## src/rtl/instruction_fetch_pkg.sv

```systemverilog
// Shared definitions for the instruction fetch stage: opcode constants,
// fetch FSM state encoding, reset/NOP defaults and small PC helpers.
package instruction_fetch_pkg;

  // Opcode field values (Instr[31:26]) seen by the decoder
  localparam logic [5:0] OP_RTYPE = 6'b000000;
  localparam logic [5:0] OP_J     = 6'b000010;
  localparam logic [5:0] OP_JAL   = 6'b000011;
  localparam logic [5:0] OP_BEQ   = 6'b000100;
  localparam logic [5:0] OP_BNE   = 6'b000101;
  localparam logic [5:0] OP_ADDI  = 6'b001000;
  localparam logic [5:0] OP_ANDI  = 6'b001100;
  localparam logic [5:0] OP_ORI   = 6'b001101;
  localparam logic [5:0] OP_LW    = 6'b100011;
  localparam logic [5:0] OP_SW    = 6'b101011;
  localparam logic [5:0] OP_HALT  = 6'b111111;

  // Fetch controller states
  typedef enum logic [1:0] {
    ST_IDLE   = 2'd0,
    ST_RUN    = 2'd1,
    ST_HALTED = 2'd2
  } if_state_t;

  localparam logic [31:0] NOP_WORD_DEFAULT = 32'h0000_0000;
  localparam logic [31:0] RESET_PC_DEFAULT = 32'h0000_0000;

  // Force a byte address onto a word boundary
  function automatic logic [31:0] align_word(input logic [31:0] addr);
    return addr & 32'hFFFF_FFFC;
  endfunction

  // Sequential address, wraps modulo 2^32
  function automatic logic [31:0] next_pc(input logic [31:0] addr);
    return addr + 32'd4;
  endfunction

endpackage

```

## src/rtl/instruction_fetch_if_id_reg.sv

```systemverilog
// IF/ID pipeline register. Holds on stall, clears to a bubble on flush,
// otherwise captures either the returning memory word or a bubble.
module if_id_reg
  import instruction_fetch_pkg::*;
#(
  parameter logic [31:0] NOP_WORD = NOP_WORD_DEFAULT
) (
  input  logic        clk,
  input  logic        reset,
  input  logic        stall,
  input  logic        flush,
  input  logic        load_valid,
  input  logic [31:0] data,
  input  logic [31:0] pc_plus4_in,
  output logic [31:0] instr,
  output logic [31:0] pc_plus4,
  output logic        valid
);

  // Flush beats stall so a redirect or halt always leaves a bubble behind
  always_ff @(posedge clk) begin
    if (reset) begin
      instr    <= NOP_WORD;
      pc_plus4 <= '0;
      valid    <= 1'b0;
    end else if (flush) begin
      instr <= NOP_WORD;
      valid <= 1'b0;
    end else if (!stall) begin
      if (load_valid) begin
        instr    <= data;
        pc_plus4 <= pc_plus4_in;
        valid    <= 1'b1;
      end else begin
        instr <= NOP_WORD;
        valid <= 1'b0;
      end
    end
  end

endmodule

```

## src/rtl/instruction_fetch.sv

```systemverilog
// Instruction fetch stage: PC register, fetch control FSM and the
// interface to a synchronous instruction memory with one-cycle read latency.
//
//   state     | meaning
//   ----------+----------------------------------------------------------
//   ST_IDLE   | waiting for Start; no memory reads issued
//   ST_RUN    | one read per unstalled cycle, PC advances by 4 per read
//   ST_HALTED | halt opcode reached; frozen until reset
module instruction_fetch
  import instruction_fetch_pkg::*;
#(
  parameter logic [31:0] RESET_PC = RESET_PC_DEFAULT,
  parameter logic [31:0] NOP_WORD = NOP_WORD_DEFAULT
) (
  input  logic        clk,
  input  logic        reset,
  input  logic        Start,
  input  logic        Stall,
  input  logic        Redirect,
  input  logic [31:0] RedirectPC,
  input  logic        Halt,
  output logic [31:0] imem_addr,
  output logic        imem_en,
  input  logic [31:0] imem_data,
  output logic [31:0] Instr,
  output logic [31:0] PCPlus4,
  output logic        InstrValid,
  output logic        Halted
);

  if_state_t   state;
  logic [31:0] pc;
  logic [31:0] req_pc;
  logic        inflight;
  logic        halted_q;
  logic        fetch_go;
  logic        halt_take;
  logic        ifid_flush;

  // A read is only issued when nothing downstream wants the pipe held or steered
  assign fetch_go   = (state == ST_RUN) && !Stall && !Redirect && !Halt;
  // A halt that arrives together with a redirect came from the wrong path
  assign halt_take  = (state == ST_RUN) && Halt && !Redirect;
  assign ifid_flush = Redirect || halt_take;

  assign imem_en   = fetch_go;
  assign imem_addr = pc;
  assign Halted    = halted_q;

  // Fetch FSM with PC, in-flight tracking and the Halted flag
  always_ff @(posedge clk) begin
    if (reset) begin
      state    <= ST_IDLE;
      pc       <= RESET_PC;
      req_pc   <= '0;
      inflight <= 1'b0;
      halted_q <= 1'b0;
    end else if (Redirect) begin
      // Steering only; the word already in flight belongs to the old path
      pc       <= align_word(RedirectPC);
      inflight <= 1'b0;
    end else begin
      case (state)
        ST_IDLE: begin
          inflight <= 1'b0;
          if (Start) begin
            state <= ST_RUN;
          end
        end
        ST_RUN: begin
          if (Halt) begin
            state    <= ST_HALTED;
            halted_q <= 1'b1;
            inflight <= 1'b0;
          end else if (!Stall) begin
            inflight <= 1'b1;
            req_pc   <= pc;
            pc       <= next_pc(pc);
          end
        end
        ST_HALTED: begin
          inflight <= 1'b0;
        end
        default: begin
          state    <= ST_IDLE;
          inflight <= 1'b0;
          halted_q <= 1'b0;
        end
      endcase
    end
  end

  if_id_reg #(
    .NOP_WORD(NOP_WORD)
  ) u_if_id (
    .clk         (clk),
    .reset       (reset),
    .stall       (Stall),
    .flush       (ifid_flush),
    .load_valid  (inflight),
    .data        (imem_data),
    .pc_plus4_in (next_pc(req_pc)),
    .instr       (Instr),
    .pc_plus4    (PCPlus4),
    .valid       (InstrValid)
  );

endmodule

```

## config.mk

```make
export PLATFORM = sky130hd
export DESIGN_NAME = instruction_fetch
export DESIGN_NICKNAME = d
export VERILOG_FILES = /design/src/rtl/instruction_fetch_pkg.sv /design/src/rtl/instruction_fetch_if_id_reg.sv /design/src/rtl/instruction_fetch.sv
export SDC_FILE = /design/constraint.sdc
export NUM_CORES = 1
export LEC_CHECK = 0
export ABC_AREA = 1
export ABC_CLOCK_PERIOD_IN_PS = 1710
export BUFFER_PORTS_ARGS = -buffer_cell sky130_fd_sc_hd__buf_4
export CAP_MARGIN = 20
export CORE_AREA = 4 4 152 154
export CTS_CLUSTER_DIAMETER = 60
export CTS_CLUSTER_SIZE = 14
export DETAILED_ROUTE_END_ITERATION = 16
export DIE_AREA = 0 0 156 158
export GPL_ROUTABILITY_DRIVEN = 0
export PLACE_DENSITY = 0.53
export SLEW_MARGIN = 20
export SYNTH_ARGS = -nofsm -noshare
export SYNTH_HDL_FRONTEND = slang
export SYNTH_SLANG_ARGS = --single-unit
```

## constraint.sdc

```tcl
create_clock -name clk -period 1.71 [get_ports clk]
set_input_delay 0.0855 -clock clk [delete_from_list [all_inputs] [get_ports clk]]
set_output_delay 0.0855 -clock clk [all_outputs]
set_load 0.05 [all_outputs]
```

Word-level counts from Yosys, hierarchy flattened --
Cells that the tools add are included.
Operators by class: multiplexer cells 11, equal/unequal tests 6, reduce and logical (&&, ||, !) cells 21, add/sub/neg operators 2, bitwise gates (word level) 7
Operators by type and width (count):
- two-way mux 32 bit | 5
- adder 32 x 3 -> 32 bit (second input constant) | 2
- AND reduction 3 bit | 4
- AND reduction 4 bit | 2
- inverter 1 bit | 7
- inequality test 2 bit (second input constant) | 3
- case mux 2 bit (3 select lines) | 1
- OR reduction 2 bit | 3
- logical AND 1 bit | 5
- two-way mux 2 bit | 2
- OR reduction 4 bit | 1
- logical NOT 1 bit | 3
- == test 2 x 1 -> 1 bit (second input constant) | 1
- == test 2 bit (second input constant) | 1
- logical NOT 2 bit | 1
- two-way mux 1 bit | 2
- inequality test 2 x 1 -> 1 bit (second input constant) | 1
- case mux 1 bit (2 select lines) | 1
- nonzero test 2 bit | 1
- logical OR 1 bit | 1
Storage, ports and cells: input port bits 70, output and inout bits 99, bits in registers 133

Longest topological paths before layout --
word-level depth 6, mapped depth 12, depth with buffers taken out 12

Hierarchy --
A second synthesis with hierarchy kept.
Unflattened totals: cells, all modules 962, area total of the unflattened synthesis 6817.8 µm²
Modules (own cells, without submodules):
- instruction_fetch | area each 4092.7 µm², cells an instance 607, seq. area each 1281.2 µm², times used 1
- if_id_reg | area each 2725.1 µm², cells an instance 355, seq. area each 1301.2 µm², times used 1

Worst setup path before layout --
OpenSTA, ideal clock, no wires.
path type register to register, from register pc[3] (netlist: imem_addr[3]), to register pc[26] (netlist: imem_addr[26]), cell stages (with the launch flop) 13, slack -0.165 ns, data arrival time 1.765 ns, library setup time 0.110 ns, clock period less this slack 1.875 ns, cell sequence dfxtp_1 ha_1 nand2_2 nor2_4 nand2_2 nor2_4 nand2_2 clkinv_1 nand2_1 nand2_1 nand3_1 nand2_1 inv_1
Between the ends: word-level cells in the longest chain between the ends 5
RTL lines:
- start, declared | RTL line instruction_fetch.sv:32 | logic [31:0] pc;
- start signal, assigned | RTL line instruction_fetch.sv:60 | pc <= align_word(RedirectPC);
- start signal, assigned | RTL line instruction_fetch.sv:78 | pc <= next_pc(pc);
- adder 32 x 3 -> 32 bit | RTL line instruction_fetch_pkg.sv:35 | return addr + 32'd4;
- two-way mux 32 bit | RTL line instruction_fetch.sv:75 | end else if (!Stall) begin
- two-way mux 32 bit | RTL line instruction_fetch.sv:71 | if (Halt) begin
- two-way mux 32 bit | RTL line instruction_fetch.sv:63 | case (state)
- two-way mux 32 bit | RTL line instruction_fetch.sv:58 | end else if (Redirect) begin
No other way between the ends. The select of a mux whose other input is x is not followed. A chain may end at the register's enable or synchronous reset.

Worst setup path in the final report --
from register state[1], to output port imem_en
Between the ends: word-level cells in the longest chain between the ends 4
RTL lines:
- start, declared | RTL line instruction_fetch.sv:31 | if_state_t state;
- start signal, assigned | RTL line instruction_fetch.sv:53 | state <= ST_IDLE;
- start signal, assigned | RTL line instruction_fetch.sv:67 | state <= ST_RUN;
- start signal, assigned | RTL line instruction_fetch.sv:72 | state <= ST_HALTED;
- == test 2 x 1 -> 1 bit | RTL line instruction_fetch.sv:41 | assign fetch_go = (state == ST_RUN) && !Stall && !Redirect && !Halt;
- logical AND 1 bit (3 in series) | RTL line instruction_fetch.sv:41
- end, declared | RTL line instruction_fetch.sv:23 | output logic imem_en,
No other way between the ends.

==> results.ini <==
[hold_path]
hp-class = input pin to flip-flop
hp-start = RedirectPC[31]

[cts]
cts-root-buf = clkbuf_16
htree_levels = 4
cts_buffer_depth = 2
cts_sinks = 127
cts_buffers = 17
cts_tree = done
clkTransAtPathRegs_ns = 0.06
clock_latency_ns = 0.42

[drt]
first_iter_violations = 448
firstDrtPassIters = 5
drc_errors = 0
drt-total-wl_um = 21400
wl_per_cell_um = 14.7
via_per_inst = 4.61
via_count = 6699
antenna_left = 0

[finish]
layout_commonest_cell = nand2_1
final_cell_mix = 213 x nand2_1, 197 x buf_4, 125 x nor2_1, 117 x dfxtp_1, 97 x inv_1
diodes = 0
area_growth_pct = 43.3
fillers = 2251
final_cells = 1454
final_net_count = 1234
drive_gt1_frac = 0.244

[grt]
grt_pass1_wl_um = 33700
grt_overflow_total = 0
grt_max_degree = 67
grt_usage = 0.172
grt_pass1_vias = 6462
antenna_found_initial = 0

[place]
placedCellCount = 1369
io_buffers = 162
hpwl_um = 15500

[timing]
min_period_over_period = 0.948
fin_skew_ns = 0.00851
whs_ns = 0.0326
setup_violations = 0
max_freq_mhz = 617
rsz0062_at_grt = yes
period_minus_slack_ns = 1.62
fin_tns_setup_ns = 0
hold_violations = 0
drv_slew = 0

[logic_synthesis]
avgSynthCellArea_um2 = 6.94
synth_seq_area_share = 0.393
ys_types = 37
synth_seq_cells = 127
syn_inst = 932
yosysWarnings = 0
synth_area_um2 = 6470

[floorplanning]
num_rows = 54
io_pins = 169
die-height_um = 158
dieArea_um2 = 24600
coreArea_um2 = 21700
die_x_um = 156
start_util = 0.298

[critical_path]
crit_path_start = state[1]
arrival_ns = 1.54
worstSetupEndpointType = output port
critical_path.startpoint_type = flip-flop
crit_fanout = 11
r2r_start = imem_addr[3]
crit_chain = inv_2 -> nand2_1 -> nor2_4 -> nand3_4 -> inv_4 -> buf_12 -> buf_6
crit_required_ns = 1.62
worstSetupPathType = flip-flop to output port
worst_path_max_delay_cell = dfxtp_2
slowest_delay_ns = 0.35

[power_and_ir_drop]
peakVddDrop_v = 0.000604
totalPowerFinal_mw = 7.36
p_per_area_nw_per_um2 = 793
p_leak_nw = 3.86

[flow_run]
cap_violations = 0

[run_status]
status = finished, final reports clean

==> cell usage after synthesis, drive strengths merged <==
cell type    n  area, um2
a211oi       5       37.5
a21oi       47        239
a22oi       37        278
a31oi       10       62.6
buf         28        194
clkbuf      18       67.6
clkinv       1       3.75
conb         1       3.75
dfxtp      127       2540
ha           2       25.0
inv        102        383
nand2      224        873
nand3       73        378
nand3b       3       22.5
nand4       11       68.8
nor2       145        666
nor3        12       75.1
nor3b        1       7.51
o211ai       8       60.1
o21a        13       97.6
o21ai       47        235
o21bai       4       30.0
o221ai       1       15.0
xnor2        2       17.5
xor2        10       87.6
==> stage by stage <==
step | instance area (um2) | utilization | setup WS (ns)
floorplan | 6490 | - | 0.0165
global placement | 8150 | 0.376 | 0.110
detailed placement | 8150 | 0.376 | 0.0781
CTS | 9190 | 0.424 | 0.00929
global route | 9270 | 0.428 | -0.0492
finish | 9270 | 0.428 | 0.0885
==> kinds of logic after synthesis <==
logic type               after synthesis  synth area share
AO/OA/AOI/OAI                        172             0.163
XOR/XNOR                              12            0.0162
adder cells (fa/ha/maj)                2           0.00387
buffers and inverters                149             0.100
flip-flops                           127             0.393
other                                  1          0.000580
AND/OR/NAND/NOR                      469             0.323
==> routing by layer <==
metal  GRT usage  vias to the layer above  routed length [um]
met5           0                        -                   0
met4      0.0446                        0                 258
met3      0.0364                       18                1020
met2       0.282                      176               10200
met1       0.230                     3009                9910
li1            -                     3496                   -
==> critical path: cells and delay by family (launching register included) <==
kind	cells	cell delay [ns]
buffers and inverters	4	0.45
flip-flops	1	0.35
AND/OR/NAND/NOR	3	0.31
==> repair_timing <==
action,4_1_cts,5_1_grt
hold buffers,49,0
buffers inserted,1,4
setup endpoints to repair,1,13
endpoints found under the hold margin,50,0
resized for setup,3,17
pin swaps,0,6
==> worst paths after layout <==
check                  end  slack (ns)  depth (start not counted)
max                imem_en        0.09                          7
min          imem_addr[31]        0.03                          5
max reg2reg  imem_addr[30]        0.13                         11
min reg2reg         Halted        0.46                          2
==> report_power, final <==
part | switching (mW) | internal [mW] | total, mW
clock network | 1.30 | 2.02 | 3.32
registers | 0.0917 | 3.03 | 3.12
logic | 0.533 | 0.380 | 0.913
==> flip-flops by register name (all words and copies together), names as in the netlist <==
name,flops
state,2
Halted,1
u_if_id.pc_plus4,30
u_if_id.valid,1
inflight,1
imem_addr,30
u_if_id.instr,32
req_pc,30
==> layout make-up <==
cell class	instances	area (um2)	area share
Sequential cell	127	2560	0.276
Timing Repair Buffer	254	2110	0.228
Tap cell	280	350	0.0378
Clock buffer	25	505	0.0545
Clock inverter	6	32.5	0.00351
Multi-Input combinational cell	659	3320	0.358
Inverter	103	389	0.0420
Power figures use the tool's default switching activity.
